### config.mk
export PLATFORM = sky130hd
export DESIGN_NAME = filter2d_frame_io
export DESIGN_NICKNAME = d
export VERILOG_FILES = /design/src/rtl/filter2d_frame_io.sv
export SDC_FILE = /design/constraint.sdc
export NUM_CORES = 1
export LEC_CHECK = 0
export BUFFER_PORTS_ARGS = -buffer_cell sky130_fd_sc_hd__buf_2
export CORE_MARGIN = 3
export CORE_UTILIZATION = 50
export CTS_CLUSTER_DIAMETER = 150
export DETAILED_ROUTE_END_ITERATION = 7
export GPL_TIMING_DRIVEN = 0
export PLACE_DENSITY = 0.76
export SLEW_MARGIN = 5
export SYNTH_ARGS = -nofsm -noshare
export SYNTH_HDL_FRONTEND = slang
export SYNTH_SLANG_ARGS = --single-unit
### constraint.sdc
create_clock -name clk -period 3.05 [get_ports clk]
set_input_delay 0.1525 -clock clk [delete_from_list [all_inputs] [get_ports clk]]
set_output_delay 0.1525 -clock clk [all_outputs]
set_load 0.02 [all_outputs]
### src/rtl/filter2d_frame_io.sv
// filter2d_frame_io: frame sequencer around filter2d sharing one single-port SRAM.
// Loads a WIDTH x WIDTH pixel frame into words 0..NPIX-1, kicks the filter,
// waits for its finish, then streams words NPIX..2*NPIX-1 out through a
// 2-entry skid FIFO that absorbs the one-cycle SRAM read latency.
module filter2d_frame_io #(
   parameter int WIDTH = 256,
   parameter int AW    = 17
) (
   input  logic          clk,
   input  logic          reset,
   input  logic          frame_go,
   output logic          busy,
   output logic          frame_done,
   input  logic          s_valid,
   output logic          s_ready,
   input  logic [7:0]    s_data,
   output logic          m_valid,
   input  logic          m_ready,
   output logic [7:0]    m_data,
   output logic          m_last,
   output logic          sram_cs,
   output logic          sram_we,
   output logic [AW-1:0] sram_addr,
   output logic [7:0]    sram_din,
   input  logic [7:0]    sram_dout,
   output logic          flt_start,
   input  logic          flt_finish,
   output logic          flt_owns_sram
);

   localparam int NPIX = WIDTH * WIDTH;
   localparam int CW   = AW - 1;
   localparam logic [CW-1:0] LAST_IDX = CW'(NPIX - 1);
   localparam logic [AW-1:0] RD_BASE  = AW'(NPIX);

   typedef enum logic [2:0] {
      ST_IDLE   = 3'd0,
      ST_LOAD   = 3'd1,
      ST_KICK   = 3'd2,
      ST_FILTER = 3'd3,
      ST_DRAIN  = 3'd4,
      ST_DONE   = 3'd5
   } state_t;

   state_t        state_q;
   logic [CW-1:0] wr_cnt_q;
   logic [CW-1:0] rd_cnt_q;
   logic          rd_all_q;          // last read of the frame already issued
   logic          inflight_q;        // read issued last cycle, data on sram_dout now
   logic          inflight_last_q;   // that read was the final pixel
   logic [7:0]    fifo_data_q [2];
   logic [1:0]    fifo_last_q;
   logic          fifo_wr_ptr_q;
   logic          fifo_rd_ptr_q;
   logic [1:0]    fifo_cnt_q;

   logic          s_hs_s;
   logic          pop_s;
   logic          issue_s;
   logic [2:0]    occ_s;

   // Status and handshake decode, all taken from registered state.
   assign busy          = (state_q != ST_IDLE);
   assign s_ready       = (state_q == ST_LOAD);
   assign flt_start     = (state_q == ST_KICK);
   assign flt_owns_sram = (state_q == ST_KICK) || (state_q == ST_FILTER);
   assign frame_done    = (state_q == ST_DONE);
   assign m_valid       = (fifo_cnt_q != 2'd0);
   assign m_data        = fifo_data_q[fifo_rd_ptr_q];
   assign m_last        = fifo_last_q[fifo_rd_ptr_q];

   assign s_hs_s = s_valid & s_ready;
   assign pop_s  = m_valid & m_ready;

   // Buffered plus outstanding pixels, crediting this cycle's pop so a
   // continuously ready sink sees one beat per cycle.
   assign occ_s   = {1'b0, fifo_cnt_q} + {2'b00, inflight_q} - {2'b00, pop_s};
   assign issue_s = (state_q == ST_DRAIN) && !rd_all_q && (occ_s < 3'd2);

   // SRAM port: load writes on accepted beats, drain reads when space allows.
   always_comb begin
      sram_cs   = 1'b0;
      sram_we   = 1'b0;
      sram_addr = {AW{1'b0}};
      sram_din  = 8'h00;
      if (s_hs_s) begin
         sram_cs   = 1'b1;
         sram_we   = 1'b1;
         sram_addr = {1'b0, wr_cnt_q};
         sram_din  = s_data;
      end else if (issue_s) begin
         sram_cs   = 1'b1;
         sram_we   = 1'b0;
         sram_addr = RD_BASE + {1'b0, rd_cnt_q};
      end else begin
         sram_cs   = 1'b0;
      end
   end

   // Frame sequencing FSM with its load and read counters.
   always_ff @(posedge clk or posedge reset) begin
      if (reset) begin
         state_q  <= ST_IDLE;
         wr_cnt_q <= {CW{1'b0}};
         rd_cnt_q <= {CW{1'b0}};
         rd_all_q <= 1'b0;
      end else begin
         case (state_q)
            ST_IDLE: begin
               if (frame_go) begin
                  state_q  <= ST_LOAD;
                  wr_cnt_q <= {CW{1'b0}};
               end
            end
            ST_LOAD: begin
               if (s_hs_s) begin
                  // Hold on the last index rather than wrapping within the frame.
                  if (wr_cnt_q == LAST_IDX) begin
                     state_q <= ST_KICK;
                  end else begin
                     wr_cnt_q <= wr_cnt_q + 1'b1;
                  end
               end
            end
            ST_KICK: begin
               state_q  <= ST_FILTER;
               rd_cnt_q <= {CW{1'b0}};
               rd_all_q <= 1'b0;
            end
            ST_FILTER: begin
               if (flt_finish) begin
                  state_q <= ST_DRAIN;
               end
            end
            ST_DRAIN: begin
               if (issue_s) begin
                  if (rd_cnt_q == LAST_IDX) begin
                     rd_all_q <= 1'b1;
                  end else begin
                     rd_cnt_q <= rd_cnt_q + 1'b1;
                  end
               end
               if (pop_s && m_last) begin
                  state_q <= ST_DONE;
               end
            end
            ST_DONE: begin
               state_q <= ST_IDLE;
            end
            default: begin
               state_q <= ST_IDLE;
            end
         endcase
      end
   end

   // Read-return capture into the 2-entry output FIFO.
   always_ff @(posedge clk or posedge reset) begin
      if (reset) begin
         inflight_q      <= 1'b0;
         inflight_last_q <= 1'b0;
         fifo_data_q[0]  <= 8'h00;
         fifo_data_q[1]  <= 8'h00;
         fifo_last_q     <= 2'b00;
         fifo_wr_ptr_q   <= 1'b0;
         fifo_rd_ptr_q   <= 1'b0;
         fifo_cnt_q      <= 2'd0;
      end else begin
         inflight_q      <= issue_s;
         inflight_last_q <= issue_s && (rd_cnt_q == LAST_IDX);
         if (inflight_q) begin
            fifo_data_q[fifo_wr_ptr_q] <= sram_dout;
            fifo_last_q[fifo_wr_ptr_q] <= inflight_last_q;
            fifo_wr_ptr_q              <= ~fifo_wr_ptr_q;
         end
         if (pop_s) begin
            fifo_rd_ptr_q <= ~fifo_rd_ptr_q;
         end
         fifo_cnt_q <= 2'(fifo_cnt_q + {1'b0, inflight_q} - {1'b0, pop_s});
      end
   end

endmodule
Word level (Yosys, flattened, before mapping)
Index checks and enable logic that the tools add are counted.
- logic and storage cells: 98
- register bits: 60
- bits of input ports: 22
- $lt $le $gt $ge: 7
- add/sub/neg operators: 7
- eq/ne operators: 16
- bitwise logic cells: 6
- mux-type cells: 33
- reduce and logical (&&, ||, !) cells: 17
- operators with widths (kind ; number):
    $mux W16 ; 5
    $pmux W16 S2 ; 2
    $mux W8 ; 5
    $mux W17 ; 2
    $add A16 B1 Y16 const B ; 2
    $eq A16 B16 Y1 const B ; 2
    $add A17 B16 Y17 const A ; 1
    $bwmux W16 ; 1
    $mux W3 ; 5
    $pmux W3 S5 ; 1
    $ne A2 B2 Y1 const B ; 5
    $demux W8 S1 ; 1
    $mux W1 ; 8
    $ne A2 B1 Y1 const B ; 4
    $eq A3 B2 Y1 const B ; 2
    $eq A3 B3 Y1 const B ; 2
    $logic_and A1 B1 Y1 ; 6
    $reduce_and A3 Y1 ; 2
    $reduce_bool A2 Y1 ; 3
    $reduce_and A5 Y1 ; 1
    $ge A2 B2 Y1 const B ; 2
    $lt A1 B2 Y1 const B ; 2
    $not A1 Y2 ; 2
    $reduce_and A4 Y1 ; 1
    17 further kinds ; 19

Depth between registers and ports, before layout
- depth after elaboration: 7
- depth in mapped cells: 13

Least setup slack after synthesis
No wires, ideal clock.
- path type: register to output
- start: register fifo_cnt_q[1]
- end: output port sram_addr[0]
- buffers on the path: 1
- arrival time: 2.951 ns
- data required time: 2.897 ns
- cell stages (with the launch flop): 11
- setup slack: -0.053 ns
- cell sequence: dfrtp_1 or2_2 nand2_1 inv_1 ha_1 inv_1 ha_1 fa_1 or4_4 buf_6 o21ai_0
- cells in the longest elaborated chain, start to end: 7
- ends and longest elaborated chain (what ; RTL line ; text):
    start: declaration ; 55 ; logic [1:0] fifo_cnt_q;
    start signal: assignment ; 179 ; fifo_cnt_q <= 2'(fifo_cnt_q + {1'b0, inflight_q} - {1'b0, pop_s});
    $reduce_bool A2 Y1 ; 68 ; assign m_valid = (fifo_cnt_q != 2'd0);
    net m_valid ; 17 ; output logic m_valid,
    $and A1 B1 Y1 ; 73 ; assign pop_s = m_valid & m_ready;
    net pop_s ; 58 ; logic pop_s;
    $sub A3 B1 Y3 ; 77 ; assign occ_s = {1'b0, fifo_cnt_q} + {2'b00, inflight_q} - {2'b00, pop_s};
    net occ_s[1] ; 60 ; logic [2:0] occ_s;
    $lt A3 B2 Y1 ; 78 ; assign issue_s = (state_q == ST_DRAIN) && !rd_all_q && (occ_s < 3'd2);
    $logic_and A1 B1 Y1 ; 78 ;
    $mux W17 ; 91 ; end else if (issue_s) begin
    $mux W17 ; 86 ; if (s_hs_s) begin
    end: declaration ; 23 ; output logic [AW-1:0] sram_addr,
The timed path passes the listed nets, and every way through them passes these cells.

Final worst setup path
- start: register fifo_cnt_q[0]
- end: output port sram_addr[9]
- cells in the longest elaborated chain, start to end: 7
- ends and longest elaborated chain (what ; RTL line ; text):
    $reduce_bool A2 Y1 ; 68 ;
    $and A1 B1 Y1 ; 73 ;
    net pop_s ; 58 ;
    $sub A3 B1 Y3 ; 77 ;
    net occ_s[1] ; 60 ;
    $lt A3 B2 Y1 ; 78 ;
    $logic_and A1 B1 Y1 ; 78 ;
    net issue_s ; 59 ; logic issue_s;
    $mux W17 ; 91 ;
    $mux W17 ; 86 ;
The timed path passes the listed nets, and every way through them passes these cells.

==> out/qor.yml <==
run_status:
  outcome: "finished, violations left"
  violations: "setup timing"
route:
  drtIter0Drc: 350
  post-route-drc-count: 0
  drtAntennaViolNets: 0
  wl_per_cell_um: 18.9
  firstDrtPassIters: 5
  vias: 3487
  routed_wl_um: 10500
  vias_per_cell: 6.32
floorplan:
  die_w_um: 88.6
  ios: 64
  core_mm2: 0.00649
  start_util_pct: 52.5
  die_y_um: 88.6
  dieArea_mm2: 0.00785
  fp-row-count: 29
synth:
  yosysTopAreaCellShare_pct: 44.0
  ys_seq_area_share_pct: 44.0
  synth_fp_nets: 385
  synth_top_family_by_area: "compound AO/OA/AOI/OAI gates"
  synth_cell_types: 45
  synth_area_mm2: 0.00341
  synth_area_leaders: "dfrtp_1 44%, mux2_2 8.9%, o31ai_1 5.1%, a31oi_1 4.4%, nand2_1 3.0%"
  synth_compound_area_share_pct: 19.8
  synth-adder-area-share_pct: 2.05
  syn_inst: 358
  synth_edf_count: 0
  async_flop_share_pct: 100
  synth_flop_cell: "dfrtp_1"
  syn_avg_cell_area_um2: 9.53
  synth-seq-cells: 60
  synth-xor-area-share_pct: 0.770
  synth.largest_area_cell: "dfrtp_1"
  yosys_warnings: 0
  synthMuxAreaShare_pct: 9.21
  yosys.area_share.simple_pct: 18.7
min_path:
  hp-class: "in -> reg"
  hold_start: "sram_dout[4]"
place:
  place_congestion: 0.906
  placed_area_mm2: 0.00384
  place_inst: 499
  post-dp-hpwl_um: 6510
  dpl_worst_slack_ps: -176
  numPortBuffers: 63
sta:
  finalClockSkew_ps: 13.0
  slew_headroom_pct: 37.3
  finalWorstSetupSlack_ps: -253
  rsz0062_at_grt: "yes"
  layout_min_cycle_time_ps: 3300
  final_hold_viol_count: 0
  tns_ps: -3630
  max_freq_ghz: 0.303
  worst_slew_pin_slew_ps: 933
  fin_crit_sh_pct: 108
  final_max_slew_viol_count: 0
  setup_viol: 20
cts:
  numCtsBuffers: 9
  clock-sinks: 60
  htree_levels: 3
  clockBufferDepth: 2
  cts_tree: "done"
  clk_pin_slew_worst_paths_ps: 80
  root_buffer: "clkbuf_8"
  clkLatencyLatePin_ps: 370
finish:
  n_antenna_cell: 0
  ff_latch_area_mm2: 0.00150
  stdcell_count: 552
  final_common_cell: "dfrtp_1"
  multiInputGateArea_mm2: 0.00179
  fin_util_pct: 70.1
  area_growth_pct: 33.5
  nets: 497
  fillers: 456
  fin_area_mm2: 0.00455
  layout-drive-gt1-share_pct: 36.0
  final_cell_mix: "60 x dfrtp_1, 48 x buf_2, 31 x buf_4"
power_and_ir_drop:
  ir_drop_uv: 366
  powerDensity_mw_per_mm2: 478
  static-leakage-power_nw: 2.10
critical_path:
  timing.rr.end: "rd_cnt_q[15]$_DFFE_PP0P_"
  cp-startpoint: "fifo_cnt_q[0]$_DFF_PP0_"
  reg2reg_slack_ps: -60
  cp.required_ps: 2900
  r2r-start: "fifo_cnt_q[0]$_DFF_PP0_"
  startpoint_type: "flop"
  arrival_ps: 3150
  path_max_fanout: 8
  crit_path_end_kind: "output pin"
  endpoint: "sram_addr[9]"
  path_class: "reg -> out"
  reg2regPathDepth: 11
global_routing:
  grt_overflow: 0
  grt_pass1_vias: 3165
  antenna_found_initial: 0
  track_usage_pct: 26.2
  grt_max_degree: 34
  grt_pass1_wl_um: 15500
job:
  drv_cap: 0
[synthesized netlist by cell type (2+ instances only)]
master / n
dfrtp_1: 60
mux2_2: 27
nand2_1: 27
a31oi_1: 24
o31ai_1: 23
clkbuf_1: 19
o21ai_0: 18
inv_1: 17
nand3_1: 14
nand4_1: 13
nor2_1: 13
a22o_1: 11
and3_1: 11
a21oi_1: 8
nor3_1: 8
buf_2: 6
nand2b_1: 6
nor4_1: 6
and4_1: 4
ha_1: 4
or4_1: 4
a41oi_1: 3
o211ai_1: 3
or3_1: 3
a2bb2oi_1: 2
o21ai_1: 2
or2_2: 2
or3b_2: 2
xnor2_1: 2
[critical path, stage by stage (launching register included)]
cell,delay [ps]
dfrtp_1,390
or2_4,280
nand2_4,70
inv_2,50
ha_4,250
inv_2,40
ha_4,150
fa_1,460
or4_4,580
clkinv_4,100
buf_8,120
a22o_1,170
buf_6,130
[layer usage]
layer,wire length [µm],part of all wire [%],vias up,global-route usage [%]
li1,-,-,1582,-
met1,4160,40,1674,34.3
met2,5120,49,194,40.9
met3,788,7.5,37,5.49
met4,377,3.6,0,13.6
met5,0,0,-,0
[registers in the layout, indices dropped and copies added (netlist names)]
register	cells
fifo_data_q	16
rd_cnt_q	16
wr_cnt_q	16
state_q	3
fifo_cnt_q	2
fifo_last_q	2
fifo_rd_ptr_q	1
fifo_wr_ptr_q	1
inflight_last_q	1
inflight_q	1
rd_all_q	1
[layout make-up]
class,count,area share [%]
Buffer,26,3.05
Clock buffer,9,2.72
Clock inverter,7,1.65
Inverter,19,1.68
Multi-Input combinational cell,253,39.4
Sequential cell,60,33.0
Tap cell,77,2.12
Timing Repair Buffer,101,16.4
[through the flow]
stage / hold slack, ps / power, mW
floorplan: 303 / 1.08
global placement: 399 / 1.16
detailed placement: 272 / 1.18
CTS: 35.1 / 2.07
global route: 30.7 / 2.25
finish: 26.9 / 2.18
[how the worst min path moves through the flow]
stage / endpoint / slack [ps] / cells past startpoint
after floorplan: fifo_data_q[10]$_DFFE_PP0P_ / 300 / 1
after global placement: fifo_data_q[6]$_DFFE_PP0P_ / 400 / 2
after detailed placement: fifo_cnt_q[0]$_DFF_PP0_ / 270 / 2
after CTS: fifo_data_q[5]$_DFFE_PP0P_ / 40 / 2
after global routing: fifo_data_q[3]$_DFFE_PP0P_ / 30 / 2
final: fifo_data_q[4]$_DFFE_PP0P_ / 30 / 2
[cell families after synthesis]
group | Yosys count
muxes | 28
and+or+nand+nor | 117
buffers and inverters | 45
DFF | 60
AOI/OAI and AO/OA | 100
adders and majority gates | 5
xor gates and xnor gates | 3
[timing repair]
item | CTS | global route
gates cloned | 0 | 1
endpoints found under the hold margin | 27 | 0
resized for setup | 50 | 22
setup buffers | 29 | 9
hold buffers | 1 | 0
endpoints found under the setup margin | 28 | 30
pin swaps | 10 | 9
[power by group]
group | total, mW | leakage, nW | switching [mW] | internal, mW
registers | 0.849 | 0.756 | 0.0198 | 0.830
logic | 0.578 | 1.25 | 0.254 | 0.324
clock network | 0.749 | 0.0918 | 0.370 | 0.379
total | 2.18 | 2.10 | 0.644 | 1.53
Note: power is estimated with default switching activity, not from simulation.
